==> config.mk <==
export PLATFORM = sky130hd
export DESIGN_NAME = apb_slave_mem
export DESIGN_NICKNAME = d
export VERILOG_FILES = /design/src/rtl/apb_slave_mem.sv
export SDC_FILE = /design/constraint.sdc
export NUM_CORES = 1
export LEC_CHECK = 0
export ABC_AREA = 1
export BUFFER_PORTS_ARGS = -buffer_cell sky130_fd_sc_hd__buf_2
export CORE_UTILIZATION = 40
export DETAILED_ROUTE_END_ITERATION = 10
export HOLD_SLACK_MARGIN = 0.15
export PLACE_DENSITY_LB_ADDON = 0.3
export SYNTH_ARGS = -nofsm -noshare
export SYNTH_HDL_FRONTEND = slang
export SYNTH_SLANG_ARGS = --single-unit
==> constraint.sdc <==
create_clock -name pclk -period 22.1 [get_ports pclk]
set_input_delay 2.21 -clock pclk [delete_from_list [all_inputs] [get_ports pclk]]
set_output_delay 2.21 -clock pclk [all_outputs]
set_load 0.01 [all_outputs]
==> src/rtl/apb_slave_mem.sv <==
`default_nettype none
// ============================================================================
// Module      : apb_slave_mem
// Description : APB slave backed by a DEPTH x 32-bit register file. Each
//               transfer is latched in the setup phase and completes in the
//               access phase after an optional number of wait states.
//               Misaligned or out-of-range addresses complete with pslverr=1
//               and never touch the memory.
// Macro       : APB_SLV_WAIT_EN - when defined, WAIT_CYCLES wait states are
//               inserted per transfer; when undefined every transfer is
//               zero-wait and WAIT_CYCLES has no effect.
// Ports       : pclk    - clock, rising edge
//               preset  - asynchronous active-high reset
//               psel    - slave select
//               penable - access phase indicator
//               pwrite  - 1 = write, 0 = read
//               paddr   - byte address
//               pwdata  - write data
//               prdata  - read data (non-zero only in a good read completion)
//               pready  - transfer completion
//               pslverr - transfer error, qualified by pready
// Revision    : 1.0 - initial release
// ============================================================================
module apb_slave_mem #(
    parameter int DEPTH       = 16,
    parameter int WAIT_CYCLES = 2
) (
    input  logic        pclk,
    input  logic        preset,
    input  logic        psel,
    input  logic        penable,
    input  logic        pwrite,
    input  logic [31:0] paddr,
    input  logic [31:0] pwdata,
    output logic [31:0] prdata,
    output logic        pready,
    output logic        pslverr
);

`ifdef APB_SLV_WAIT_EN
    localparam bit WAIT_EN = 1'b1;
`else
    localparam bit WAIT_EN = 1'b0;
`endif

    localparam int          IDX_W     = $clog2(DEPTH);
    localparam logic [31:0] ADDR_LIM  = 32'(DEPTH * 4);
    localparam logic [3:0]  WAIT_LOAD = WAIT_EN ? 4'(WAIT_CYCLES) : 4'd0;

    typedef enum logic [0:0] {
        IDLE   = 1'b0,
        ACCESS = 1'b1
    } state_t;

    state_t      state_q, state_d;
    logic [3:0]  cnt_q,   cnt_d;
    logic [31:0] addr_q,  addr_d;
    logic        write_q, write_d;
    logic [31:0] wdata_q, wdata_d;
    logic [31:0] mem_q [DEPTH];
    logic [31:0] mem_d [DEPTH];

    logic             xfer_err;
    logic [IDX_W-1:0] mem_idx;

    // Error and index are derived from the latched address so that paddr
    // changing during the access phase cannot alter the outcome.
    assign xfer_err = (addr_q[1:0] != 2'b00) || (addr_q >= ADDR_LIM);
    assign mem_idx  = addr_q[IDX_W+1:2];

    always_comb begin
        state_d = state_q;
        cnt_d   = cnt_q;
        addr_d  = addr_q;
        write_d = write_q;
        wdata_d = wdata_q;
        mem_d   = mem_q;
        case (state_q)
            IDLE: begin
                // penable without a setup phase is ignored here.
                if (psel && !penable) begin
                    state_d = ACCESS;
                    addr_d  = paddr;
                    write_d = pwrite;
                    wdata_d = pwdata;
                    cnt_d   = WAIT_LOAD;
                end
            end
            ACCESS: begin
                if (!psel) begin
                    // Requester dropped the transfer: abandon it silently.
                    state_d = IDLE;
                end else if (penable) begin
                    if (cnt_q == 4'd0) begin
                        state_d = IDLE;
                        if (write_q && !xfer_err) begin
                            mem_d[mem_idx] = wdata_q;
                        end
                    end else begin
                        cnt_d = cnt_q - 4'd1;
                    end
                end
            end
            default: state_d = IDLE;
        endcase
    end

    always_ff @(posedge pclk or posedge preset) begin
        if (preset) begin
            state_q <= IDLE;
            cnt_q   <= 4'd0;
            addr_q  <= 32'd0;
            write_q <= 1'b0;
            wdata_q <= 32'd0;
            for (int i = 0; i < DEPTH; i++) begin
                mem_q[i] <= 32'd0;
            end
        end else begin
            state_q <= state_d;
            cnt_q   <= cnt_d;
            addr_q  <= addr_d;
            write_q <= write_d;
            wdata_q <= wdata_d;
            mem_q   <= mem_d;
        end
    end

    always_comb begin
        pready  = (state_q == ACCESS) && psel && penable && (cnt_q == 4'd0);
        pslverr = pready && xfer_err;
        prdata  = 32'd0;
        if (pready && !write_q && !xfer_err) begin
            prdata = mem_q[mem_idx];
        end
    end

endmodule
`default_nettype wire

; ---- Yosys cells after proc, flatten, opt, wreduce, memory -nomap -nowiden
; Cells that the tools add are included.
[totals]
out_inout_bits = 34
ramBits = 0
latch_bits = 0
mem_bits_ro = 0
in_bits = 69
n_memories = 0
register_bits = 582
[op_classes]
bitwise = 2
n_div = 0
order_cmp = 3
shift = 0
n_mul = 0
reduce_logical = 18
addsub = 1
mux = 17
eq_ne = 4
[ops]
columns = operator, count
row1 = $bwmux W512, 1
row2 = $bmux W32 S4, 1
row3 = $demux W32 S4, 1
row4 = $mux W32, 4
row5 = $ge A32 B7 Y1 const B, 1
row6 = $mux W4, 4
row7 = $logic_and A1 B1 Y1, 9
row8 = $ne A2 B2 Y1 const B, 4
row9 = $pmux W4 S2, 1
row10 = $ge A5 B5 Y1 const B, 1
row11 = $lt A5 B1 Y1 const B, 1
row12 = $not A4 Y5, 1
row13 = $reduce_and A5 Y1, 1
row14 = $logic_not A4 Y1, 1
row15 = $mux W1, 4
row16 = $reduce_and A4 Y1, 1
row17 = $sub A4 B1 Y4 const B, 1
row18 = $logic_not A1 Y1, 3
row19 = $pmux W1 S2, 1
row20 = $reduce_and A2 Y1, 1
row21 = $reduce_bool A2 Y1, 1
row22 = $logic_or A1 B1 Y1, 1
row23 = $not A1 Y1, 1

; ---- Logic depth before layout (Yosys ltp)
; Gate-level depths: netlist (run 1).
[logic_depth]
depth_word = 6
ltp_mapped = 12

; ---- Worst setup path before layout (run 1)
; Ideal clock, no wire load.
[synth_path]
path_kind = input-to-output
start = input psel
end = output prdata[10]
arrival_ps = 3164
path_stages = 7
t_required_ps = 19890
path_buffers = 1
slack_ps = 16726
cell_sequence = nand2_1 inv_1 nand4_1 inv_1 nand3_1 clkbuf_1 nor2_1
[synth_via]
elab_chain_cells = 6
[synth_lines]
columns = element, line_no
row1 = start: declaration, 30  ; input logic psel,
row2 = $logic_and A1 B1 Y1 (3 in series), 129  ; pready = (state_q == ACCESS) && psel && penable && (cnt_q == 4'd0);
row3 = named net pready, 36  ; output logic pready,
row4 = $logic_and A1 B1 Y1 (2 in series), 132  ; if (pready && !write_q && !xfer_err) begin
row5 = $mux W32, 132
row6 = end: declaration, 35  ; output logic [31:0] prdata,
; The timed path passes the listed nets, and every way through them passes these cells.

; ---- Final worst setup path (run 1)
[layout_path]
start = register addr_q[2]
end = output prdata[10]
[layout_via]
elab_chain_cells = 5
[layout_lines]
columns = element, line_no
row1 = start: declaration, 57  ; logic [31:0] addr_q, addr_d;
row2 = start signal: assignment, 121  ; addr_q <= addr_d;
row3 = $ge A32 B7 Y1 / $not A4 Y5 (equally long branches), "68, 133"
row4 = $logic_or A1 B1 Y1 / $bmux W32 S4 (equally long branches), "68, 133"
row5 = $logic_not A1 Y1 / $mux W32 (equally long branches), "132, 133"
row6 = $logic_and A1 B1 Y1 / $mux W32 (equally long branches), "132, 133"
row7 = $mux W32 *, 132
; Mark *: on every way between the ends. The rest lies on a longest branch, timed or not. The select of a mux whose other input is x is not followed.

==> results.sh, run 1 <==
export IMPL_holdWs_ns=0.468
export IMPL_drt_pass1_iter_count=5
export IMPL_postCtsHoldBufs=0
export IMPL_post_cts_setup_buffers=0
export IMPL_crit_path_max_fanout=93
export IMPL_routed_wirelength_mm=105
export IMPL_pin_count=103
export IMPL_ant_nets=0
export IMPL_cts_buffers=67
export IMPL_overflow=0
export IMPL_drt_initial_drc_count=3089
export IMPL_drc=0
export IMPL_slowest_stage="buf_4"
export IMPL_syn_area_per_cell_sq_um=6.81
export IMPL_netlist_instances=4570
export IMPL_hp_class="flop to flop"
export IMPL_drive_above_1_share_pct=6.94
export IMPL_syn_nets=4640
export IMPL_die_area_sq_um=78900
export IMPL_critPathBufInv=5
export IMPL_relSlewSlack_pct=14.4
export IMPL_antenna_cells=0
export IMPL_routedWlPerCell_um=19.0
export IMPL_place_port_buffers=102
export IMPL_worstPathArrival_ns=4.31
export IMPL_post_synth_num_cell_types=22
export IMPL_drv_cap=0
export IMPL_crit_chain="inv_8 > buf_4 > buf_4 > nor2_1 > o21ai_0 > nand2_1 > nand2_1 > nand2_1 > inv_1 > nand2_1 > nor2_1 > buf_2"
export IMPL_grt_max_degree=220
export IMPL_r2r_start="addr_q[14]"
export IMPL_stdcell_count=5499
export IMPL_fin_nets=4487
export IMPL_max_freq_mhz=153
export IMPL_power_density_nw_per_um2=87.9
export IMPL_layout_min_cycle_time_ns=6.52
export IMPL_timing_reg2reg_setup_slack_ns=16.91
export IMPL_min_to="mem_q[17]"
export IMPL_slowest_delay_ns=0.92
export IMPL_synth_edf_count=0
export IMPL_synth_most_common_cell="nand2_1"
export IMPL_postLayoutSetupSlackWorst_ns=15.58
export IMPL_wl_met2_mm=46.3
export IMPL_yosysTopAreaCellShare_pct=46.8
export IMPL_htreeDepth=3
export IMPL_crit_path_frequent_cell="nand2_1"
export IMPL_top_layer_used="met5"
export IMPL_syn_to_final_growth_pct=9.99
export IMPL_synth_seq_cells=582
export IMPL_clk_latency_ns=0.62
export IMPL_clock_sinks=582
export IMPL_drv_slew=0
export IMPL_core_sq_um=76500
export IMPL_finClkSkew_ns=0.0219
export IMPL_syn_area_sq_um=31100
export IMPL_rsz0062_at_grt="no"
export IMPL_rr_endpoint="mem_q[174]"
export IMPL_clockRootBuffer="clkbuf_16"
export IMPL_ys_flop_type="dfrtp_1"
export IMPL_status="complete, no violations"
export IMPL_hold_viol_final=0
export IMPL_num_vias=28900
export IMPL_dpl_cell_count=5378
export IMPL_routedLengthMet1_mm=45.9
export IMPL_rows=101
export IMPL_ys_top_cells_by_count="nand2_1 (2328), dfrtp_1 (582), nand4_1 (516), inv_1 (444), clkbuf_1 (230)"
export IMPL_grt_antenna_before_repair=1
export IMPL_cp_end_kind="output port"
export IMPL_hp_start="mem_q[17]"
export IMPL_chipHeight_um=281
export IMPL_post_cts_resize_count=0
export IMPL_final_util_pct=44.8
export IMPL_pre_cts_ws_ns=15.80
export IMPL_tightest_slew_ns=1.28
export IMPL_stdcell_area_sq_um=34200
export IMPL_rr_worst_depth=12
export IMPL_dp_hpwl_mm=53.6
export IMPL_seq_area_frac_synth_pct=46.8
export IMPL_tns_ns=0
export IMPL_synthArstFlopShare_pct=100
export IMPL_track_usage_pct=26.7
export IMPL_initial_core_util_pct=40.7
export IMPL_grt_pass1_wl_mm=163
export IMPL_cts_buffer_depth=3
export IMPL_startpoint_type="flop"
export IMPL_required_ns=19.89
export IMPL_p_leak_nw=19.1
export IMPL_setup_viol=0
export IMPL_netlist_top_cells_area="dfrtp_1 (47%), nand2_1 (28%), nand4_1 (10%), inv_1 (5.4%), clkbuf_1 (2.8%)"
export IMPL_clk_pin_slew_worst_paths_ns=0.06
export IMPL_hold_path_depth=2
export IMPL_grt_pass1_vias=27200
export IMPL_cp_top_family="buffers and inverters"
export IMPL_wl_met3_mm=8.91
export IMPL_die_x_um=281
export IMPL_placed_area_sq_um=32100
export IMPL_cts_tree="yes"
export IMPL_yosys_warnings=0
export IMPL_crit_type="flop to output port"
export IMPL_timing_final_crit_share_pct=29.5
export IMPL_ir_drop_mv=0.0590
export IMPL_viasPerCell=5.25
export IMPL_finalPower_mw=3.01
export IMPL_yosys_area_top_type="dfrtp_1"
export IMPL_place_congestion=0.784
state kept, by name (all words and copies together), names as in the netlist:
signal   cells
mem_q      512
addr_q      32
write_q      1
wdata_q     32
cnt_q        4
state_q      1
placed cells by master (no fill, tap or decap), drive strengths merged:
cell type	instances
o21ai	40
dfrtp	582
inv	452
nor3b	1
nand3	31
a31oi	1
nand4	516
a21oi	1
nor3	1
buf	163
clkinv	15
nand2	2329
nor2	231
and2	1
bufinv	4
ha	1
clkbuf	100
report_power, final:
| part | total, mW | internal (mW) | switching (mW) |
|---|---|---|---|
| clock network | 1.13 | 0.662 | 0.463 |
| logic | 0.682 | 0.173 | 0.509 |
| registers | 1.20 | 1.09 | 0.109 |
| total | 3.01 | 1.93 | 1.08 |
logic make-up (layout without fill, tap and decap cells):
kind of cell               Yosys count  count (layout)  synth area share (%)
DFF                                582             582                  46.8
and+or+nand+nor                   3110            3110                  41.9
AOI/OAI and AO/OA                   42              42                 0.679
buffers and inverters              835             734                  10.6
adders and majority gates            1               1                0.0402
layer usage:
layer,GRT usage [%],vias to the layer above
li1,-,13800
met5,0,-
met3,5.88,223
met2,41.2,1140
met4,8.81,2
met1,37.0,13700
area by class of cell:
class / count / area (sq um)
Fill cell: 7891 / 42200
Sequential cell: 582 / 14600
Multi-Input combinational cell: 3153 / 13500
Clock buffer: 100 / 1960
Inverter: 450 / 1710
Tap cell: 1030 / 1290
Timing Repair Buffer: 163 / 1030
Clock inverter: 21 / 216
tightest hold or removal path: cells and delay by family, from the launching register on:
| kind | cells | cell delay [ns] |
|---|---|---|
| AND/OR/NAND/NOR | 2 | 0.09 |
| flip-flops | 1 | 0.34 |
how the worst max path moves through the flow:
stage | to | cells after the start | startpoint | slack (ns)
CTS | prdata[31] | 13 | addr_q[2] | 15.61
global route | prdata[10] | 12 | addr_q[2] | 15.36
global placement | mem_q[339] | 11 | psel | 15.83
floorplan | addr_q[0] | 1 | preset | 3.61
finish | prdata[10] | 12 | addr_q[2] | 15.58
detailed placement | mem_q[368] | 11 | psel | 15.80
(Power assumes the default switching activity.)
==> inputs of run 2 (changes only) <==
- ABC_AREA: 1 -> 0
- clock period: 22.1 -> 5.81 ns (I/O delays scaled with it)
==> run 2 against run 1 <==
Compared with the run above:
- utilization grew 0.82 points
- non-clock buffer count shrank 27
- hold slack got worse by 0.26 ns
- critical path type unchanged
==> results.sh, run 2 <==
export IMPL_slowest_stage="dfrtp_4"
export IMPL_largestRegisters="mem_q: 512 flops, addr_q: 32 flops, wdata_q: 32 flops"
export IMPL_synth_most_common_cell="dfrtp_1"
export IMPL_place_port_buffers=102
export IMPL_clock_sinks=582
export IMPL_synth_edf_count=0
export IMPL_post_cts_setup_buffers=0
export IMPL_grt_antenna_before_repair=0
export IMPL_drive_above_1_share_pct=56.0
export IMPL_drt_initial_drc_count=812
export IMPL_drv_cap=0
export IMPL_drc=0
export IMPL_place_congestion=0.709
export IMPL_routed_wirelength_mm=61.1
export IMPL_largest_reg_flops=512
export IMPL_p_seq_share_pct=48.1
export IMPL_syn_to_final_growth_pct=11.9
export IMPL_initial_core_util_pct=40.7
export IMPL_dp_hpwl_mm=34.1
export IMPL_track_usage_pct=18.6
export IMPL_synthArstFlopShare_pct=100
export IMPL_finalPower_mw=9.56
export IMPL_placed_area_sq_um=28100
export IMPL_finClkSkew_ns=0.0276
export IMPL_grt_pass1_vias=16000
export IMPL_crit_chain="buf_4 > mux4_2 > a22oi_1 > a21oi_1 > buf_2"
export IMPL_slowest_delay_ns=1.03
export IMPL_num_vias=14300
export IMPL_cp_end_kind="output port"
export IMPL_overflow=0
export IMPL_grt_max_degree=158
export IMPL_tightest_slew_ns=1.14
export IMPL_layout_common_cells="dfrtp_1 (580), mux2_2 (329), mux2_4 (240), mux4_2 (128), buf_2 (102)"
export IMPL_clockPowerShare_pct=42.5
export IMPL_synth_compound_area_share_pct=2.58
export IMPL_synth_top_family_by_area="multiplexers"
export IMPL_layout_cells_most_common="dfrtp_1"
export IMPL_core_sq_um=66200
export IMPL_ant_nets=0
export IMPL_power_density_nw_per_um2=317
export IMPL_yosys_area_top_type="dfrtp_1"
export IMPL_postLayoutSetupSlackWorst_ns=1.70
export IMPL_viasPerCell=5.54
export IMPL_hold_viol_final=0
export IMPL_pre_cts_ws_ns=2.19
export IMPL_cell_internal_pwr_mw=6.96
export IMPL_worstPathArrival_ns=3.53
export IMPL_crit_type="flop to output port"
export IMPL_clk_pin_slew_worst_paths_ns=0.06
export IMPL_num_fill_cells=5710
export IMPL_dpl_cell_count=2465
export IMPL_setup_viol=0
export IMPL_postCtsHoldBufs=0
export IMPL_synthXorXnorAreaFrac_pct=0.0325
export IMPL_htreeDepth=3
export IMPL_required_ns=5.23
export IMPL_post_synth_num_cell_types=41
export IMPL_relSlewSlack_pct=23.7
export IMPL_syn_area_sq_um=27000
export IMPL_yosysTopAreaCellShare_pct=54.0
export IMPL_synthMuxAreaShare_pct=38.2
export IMPL_regArea_sq_um=14600
export IMPL_clockRootBuffer="clkbuf_16"
export IMPL_drt_pass1_iter_count=4
export IMPL_yosys_warnings=0
export IMPL_multiInputGateArea_sq_um=11600
export IMPL_tns_ns=0
export IMPL_grt_pass1_wl_mm=97.0
export IMPL_timing_final_crit_share_pct=70.8
export IMPL_startpoint_type="flop"
export IMPL_chipHeight_um=262
export IMPL_switching_share_pct=27.2
export IMPL_drv_slew=0
export IMPL_synth_simple_gate_area_share_pct=2.02
export IMPL_cts_buffer_depth=3
export IMPL_die_x_um=262
export IMPL_routedWlPerCell_um=23.7
export IMPL_post_cts_resize_count=0
export IMPL_crit_path_max_fanout=55
export IMPL_layout_min_cycle_time_ns=4.11
export IMPL_syn_nets=1681
export IMPL_clk_latency_ns=0.61
export IMPL_syn_area_per_cell_sq_um=16.7
export IMPL_p_leak_nw=15.0
export IMPL_cts_buffers=66
export IMPL_combPwrFrac_pct=9.4
export IMPL_top_register="mem_q"
export IMPL_antenna_cells=0
export IMPL_synthAdderAreaFrac_pct=0.0464
export IMPL_synth_seq_cells=582
export IMPL_netlist_top_cells_area="dfrtp_1 (54%), mux2_2 (14%), mux2_4 (13%), mux4_2 (11%), a22oi_1 (1.8%)"
export IMPL_stdcell_count=2581
export IMPL_netlist_instances=1611
export IMPL_rows=94
export IMPL_cts_tree="yes"
export IMPL_p_switching_mw=2.60
export IMPL_max_freq_mhz=243
export IMPL_ys_top_cells_by_count="dfrtp_1 (582), mux2_2 (329), mux2_4 (240), mux4_2 (128), a22oi_1 (64)"
export IMPL_pin_count=103
export IMPL_status="complete, no violations"
export IMPL_fin_nets=1739
export IMPL_ys_flop_type="dfrtp_1"
export IMPL_ir_drop_mv=0.220
export IMPL_seq_area_frac_synth_pct=54.0
export IMPL_die_area_sq_um=68500
export IMPL_hp_class="input pin to flop"
export IMPL_rsz0062_at_grt="no"
export IMPL_stdcell_area_sq_um=30200
run 2: routing by layer:
layer	track usage [%]	wire length, um	up-vias	share of wire (%)
li1	-	-	6141	-
met1	25.9	28500	7808	47
met2	29.4	28600	240	47
met3	3.30	2120	116	3.5
met4	6.20	1830	0	3.0
met5	0	0	-	0
run 2: area by class of cell:
type	instances	area share [%]
Sequential cell	582	48.3
Multi-Input combinational cell	879	38.4
Tap cell	864	3.58
Timing Repair Buffer	136	2.66
Inverter	4	0.0622
Clock inverter	23	0.642
Clock buffer	93	6.44
run 2: cell families after synthesis:
logic type | Yosys count
adders and majority gates | 1
AOI/OAI and AO/OA | 103
and+or+nand+nor | 68
muxes | 706
buffers and inverters | 150
xor gates and xnor gates | 1
DFF | 582
run 2: power groups by stage:
stage                     sequential (mW)  clock, mW  combinational (mW)
after floorplan                      4.36          0               0.871
after global placement               4.66          0               0.904
after detailed placement             4.68          0               0.921
after CTS                            4.61       4.19               0.923
after global routing                 4.65       4.34               0.972
final                                4.60       4.07               0.897
run 2: stage by stage:
stage          util, %  hold slack [ns]
2_1_floorplan        -            0.459
3_3_place_gp      42.4            0.469
3_5_place_dp      42.4            0.480
4_1_cts           45.6            0.156
5_1_grt           45.6            0.180
6_report          45.6            0.204
run 2: path summary, 6_finish.rpt:
check	depth (start not counted)	slack, ns	from	to
setup reg to reg	4	2.23	addr_q[13]	mem_q[238]
setup / recovery	5	1.70	addr_q[3]	prdata[12]
max in group asynchronous	4	4.11	preset	mem_q[167]
hold reg to reg	1	0.49	mem_q[116]	mem_q[116]
min in group asynchronous	3	0.27	preset	mem_q[46]
hold / removal	2	0.20	pwdata[15]	wdata_q[15]
run 2: critical path, delay by kind of cell (launching register included):
kind            cells  cell delay, ns
flops               1            1.03
buf+inv             2            0.85
mux                 1            0.57
compound gates      2            0.45
==> inputs of run 3 (changes only) <==
- clock period: 5.81 -> 3.4 ns (I/O delays scaled with it)
==> run 3 against run 2 <==
Compared with the run above:
- clock skew down 0.0037 ns
- final area up 4.1%
- critical path depth unchanged
- wire length up 5.4%
- power up 75%
- via count up 3.1%
- sequential power up 70%
- sequential share of layout area down 1.9 points
- non-clock buffer count up 108
- largest cell class unchanged
==> results.sh, run 3 (synthesized netlist as in run 2, its figures left out) <==
export IMPL_r2r_start="addr_q[2]"
export IMPL_core_sq_um=66200
export IMPL_grt_antenna_before_repair=0
export IMPL_stdcell_area_sq_um=31400
export IMPL_clk_latency_ns=0.61
export IMPL_drt_initial_drc_count=985
export IMPL_clock_sinks=582
export IMPL_stdcell_count=2694
export IMPL_clk_pin_slew_worst_paths_ns=0.06
export IMPL_placed_area_sq_um=28500
export IMPL_antenna_cells=0
export IMPL_timing_final_crit_share_pct=95.2
export IMPL_finClkSkew_ns=0.0239
export IMPL_die_area_sq_um=68500
export IMPL_cp_end_kind="output port"
export IMPL_startpoint_type="flop"
export IMPL_drc=0
export IMPL_crit_path_max_fanout=15
export IMPL_cts_tree="yes"
export IMPL_largest_reg_flops=512
export IMPL_place_congestion=0.728
export IMPL_status="complete, no violations"
export IMPL_relSlewSlack_pct=41.7
export IMPL_cts_buffers=66
export IMPL_pin_count=103
export IMPL_rows=94
export IMPL_cts_buffer_depth=3
export IMPL_drt_pass1_iter_count=5
export IMPL_hp_class="input pin to asynchronous set/reset pin"
export IMPL_crit_type="flop to output port"
export IMPL_top_register="mem_q"
export IMPL_worstPathArrival_ns=2.90
export IMPL_ant_nets=0
export IMPL_ir_drop_mv=0.465
export IMPL_grt_pass1_wl_mm=102
export IMPL_grt_pass1_vias=16300
export IMPL_tightest_slew_ns=0.875
export IMPL_viasPerCell=5.47
export IMPL_hold_viol_final=0
export IMPL_layout_common_cells="dfrtp_1 (580), mux2_2 (329), mux2_4 (240), mux4_2 (128), buf_2 (102)"
export IMPL_layout_cells_most_common="dfrtp_1"
export IMPL_drive_above_1_share_pct=54.6
export IMPL_routedWlPerCell_um=23.9
export IMPL_dp_hpwl_mm=35.5
export IMPL_setup_viol=0
export IMPL_track_usage_pct=19.6
export IMPL_initial_core_util_pct=40.7
export IMPL_htreeDepth=3
export IMPL_routed_wirelength_mm=64.3
export IMPL_fin_nets=1847
export IMPL_dpl_cell_count=2493
export IMPL_syn_to_final_growth_pct=16.5
export IMPL_layout_min_cycle_time_ns=3.24
export IMPL_place_port_buffers=102
export IMPL_rr_worst_depth=6
export IMPL_num_vias=14700
export IMPL_drv_slew=0
export IMPL_largestRegisters="mem_q: 512 flops, addr_q: 32 flops, wdata_q: 32 flops"
export IMPL_drv_cap=0
export IMPL_overflow=0
export IMPL_grt_max_degree=92
export IMPL_clockRootBuffer="clkbuf_16"
export IMPL_chipHeight_um=262
export IMPL_required_ns=3.06
export IMPL_max_freq_mhz=309
export IMPL_power_density_nw_per_um2=532
export IMPL_die_x_um=262
export IMPL_num_fill_cells=5574
export IMPL_timing_reg2reg_setup_slack_ns=0.76
export IMPL_rr_endpoint="mem_q[318]"
export IMPL_p_leak_nw=15.6
export IMPL_rsz0062_at_grt="no"
run 3: critical path, cell delays in order (launching register included):
cell and delay [ns]:
dfrtp_1 0.68, nor2b_4 0.55, buf_4 0.41, a22oi_1 0.14, a21oi_1 0.30, buf_2 0.20
run 3: final cells by class:
class / count / area [sq um] / share of cell area [%]
clock buffers: 105 / 2020 / 6.42
well taps: 864 / 1080 / 3.44
repair buffers: 244 / 2010 / 6.39
flip-flops and latches: 582 / 14600 / 46.4
clock inverters: 16 / 149 / 0.474
inverters: 4 / 18.8 / 0.0597
multi-input cells: 879 / 11600 / 36.9
run 3: what timing repair did:
| item | CTS | global route |
|---|---|---|
| endpoints found under the setup margin | 5 | 7 |
| pin swaps | 0 | 1 |
| hold endpoints to repair | 89 | 0 |
| setup buffers | 2 | 10 |
| gates resized for setup | 1 | 0 |
| hold buffers | 68 | 0 |
run 3: worst max-delay path by stage:
stage / from / endpoint / slack (ns) / cells past startpoint
finish: addr_q[5] / prdata[22] / 0.16 / 5
global route: addr_q[5] / prdata[22] / 0.03 / 5
CTS: cnt_q[0] / prdata[10] / 0.01 / 8
detailed placement: addr_q[22] / mem_q[335] / 0.59 / 6
global placement: addr_q[2] / prdata[0] / 0.58 / 5
floorplan: preset / addr_q[0] / -4.87 / 1
run 3: per-stage QoR:
stage	setup TNS [ns]	hold slack, ns	setup slack (ns)	power [mW]	utilization [%]
6_report	0	0.416	0.165	16.7	47.5
5_1_grt	0	0.462	0.0267	17.4	47.5
4_1_cts	0	0.409	0.0135	17.0	47.4
3_5_place_dp	0	0.482	0.588	9.69	43.0
3_3_place_gp	0	0.471	0.582	9.63	43.0
2_1_floorplan	-2835.18	0.459	-4.87	8.94	-
run 3: power breakdown:
part / internal [mW] / switching (mW)
registers: 7.14 / 0.668
logic: 0.855 / 0.987
clock network: 4.17 / 2.89
run 3: metal layers:
layer | GRT usage (%) | vias to the layer above | part of all wire (%)
met4 | 5.93 | 0 | 2.0
met1 | 27.5 | 8010 | 46
met5 | 0 | - | 0
li1 | - | 6348 | -
met2 | 31.1 | 298 | 48
met3 | 3.23 | 93 | 4.0
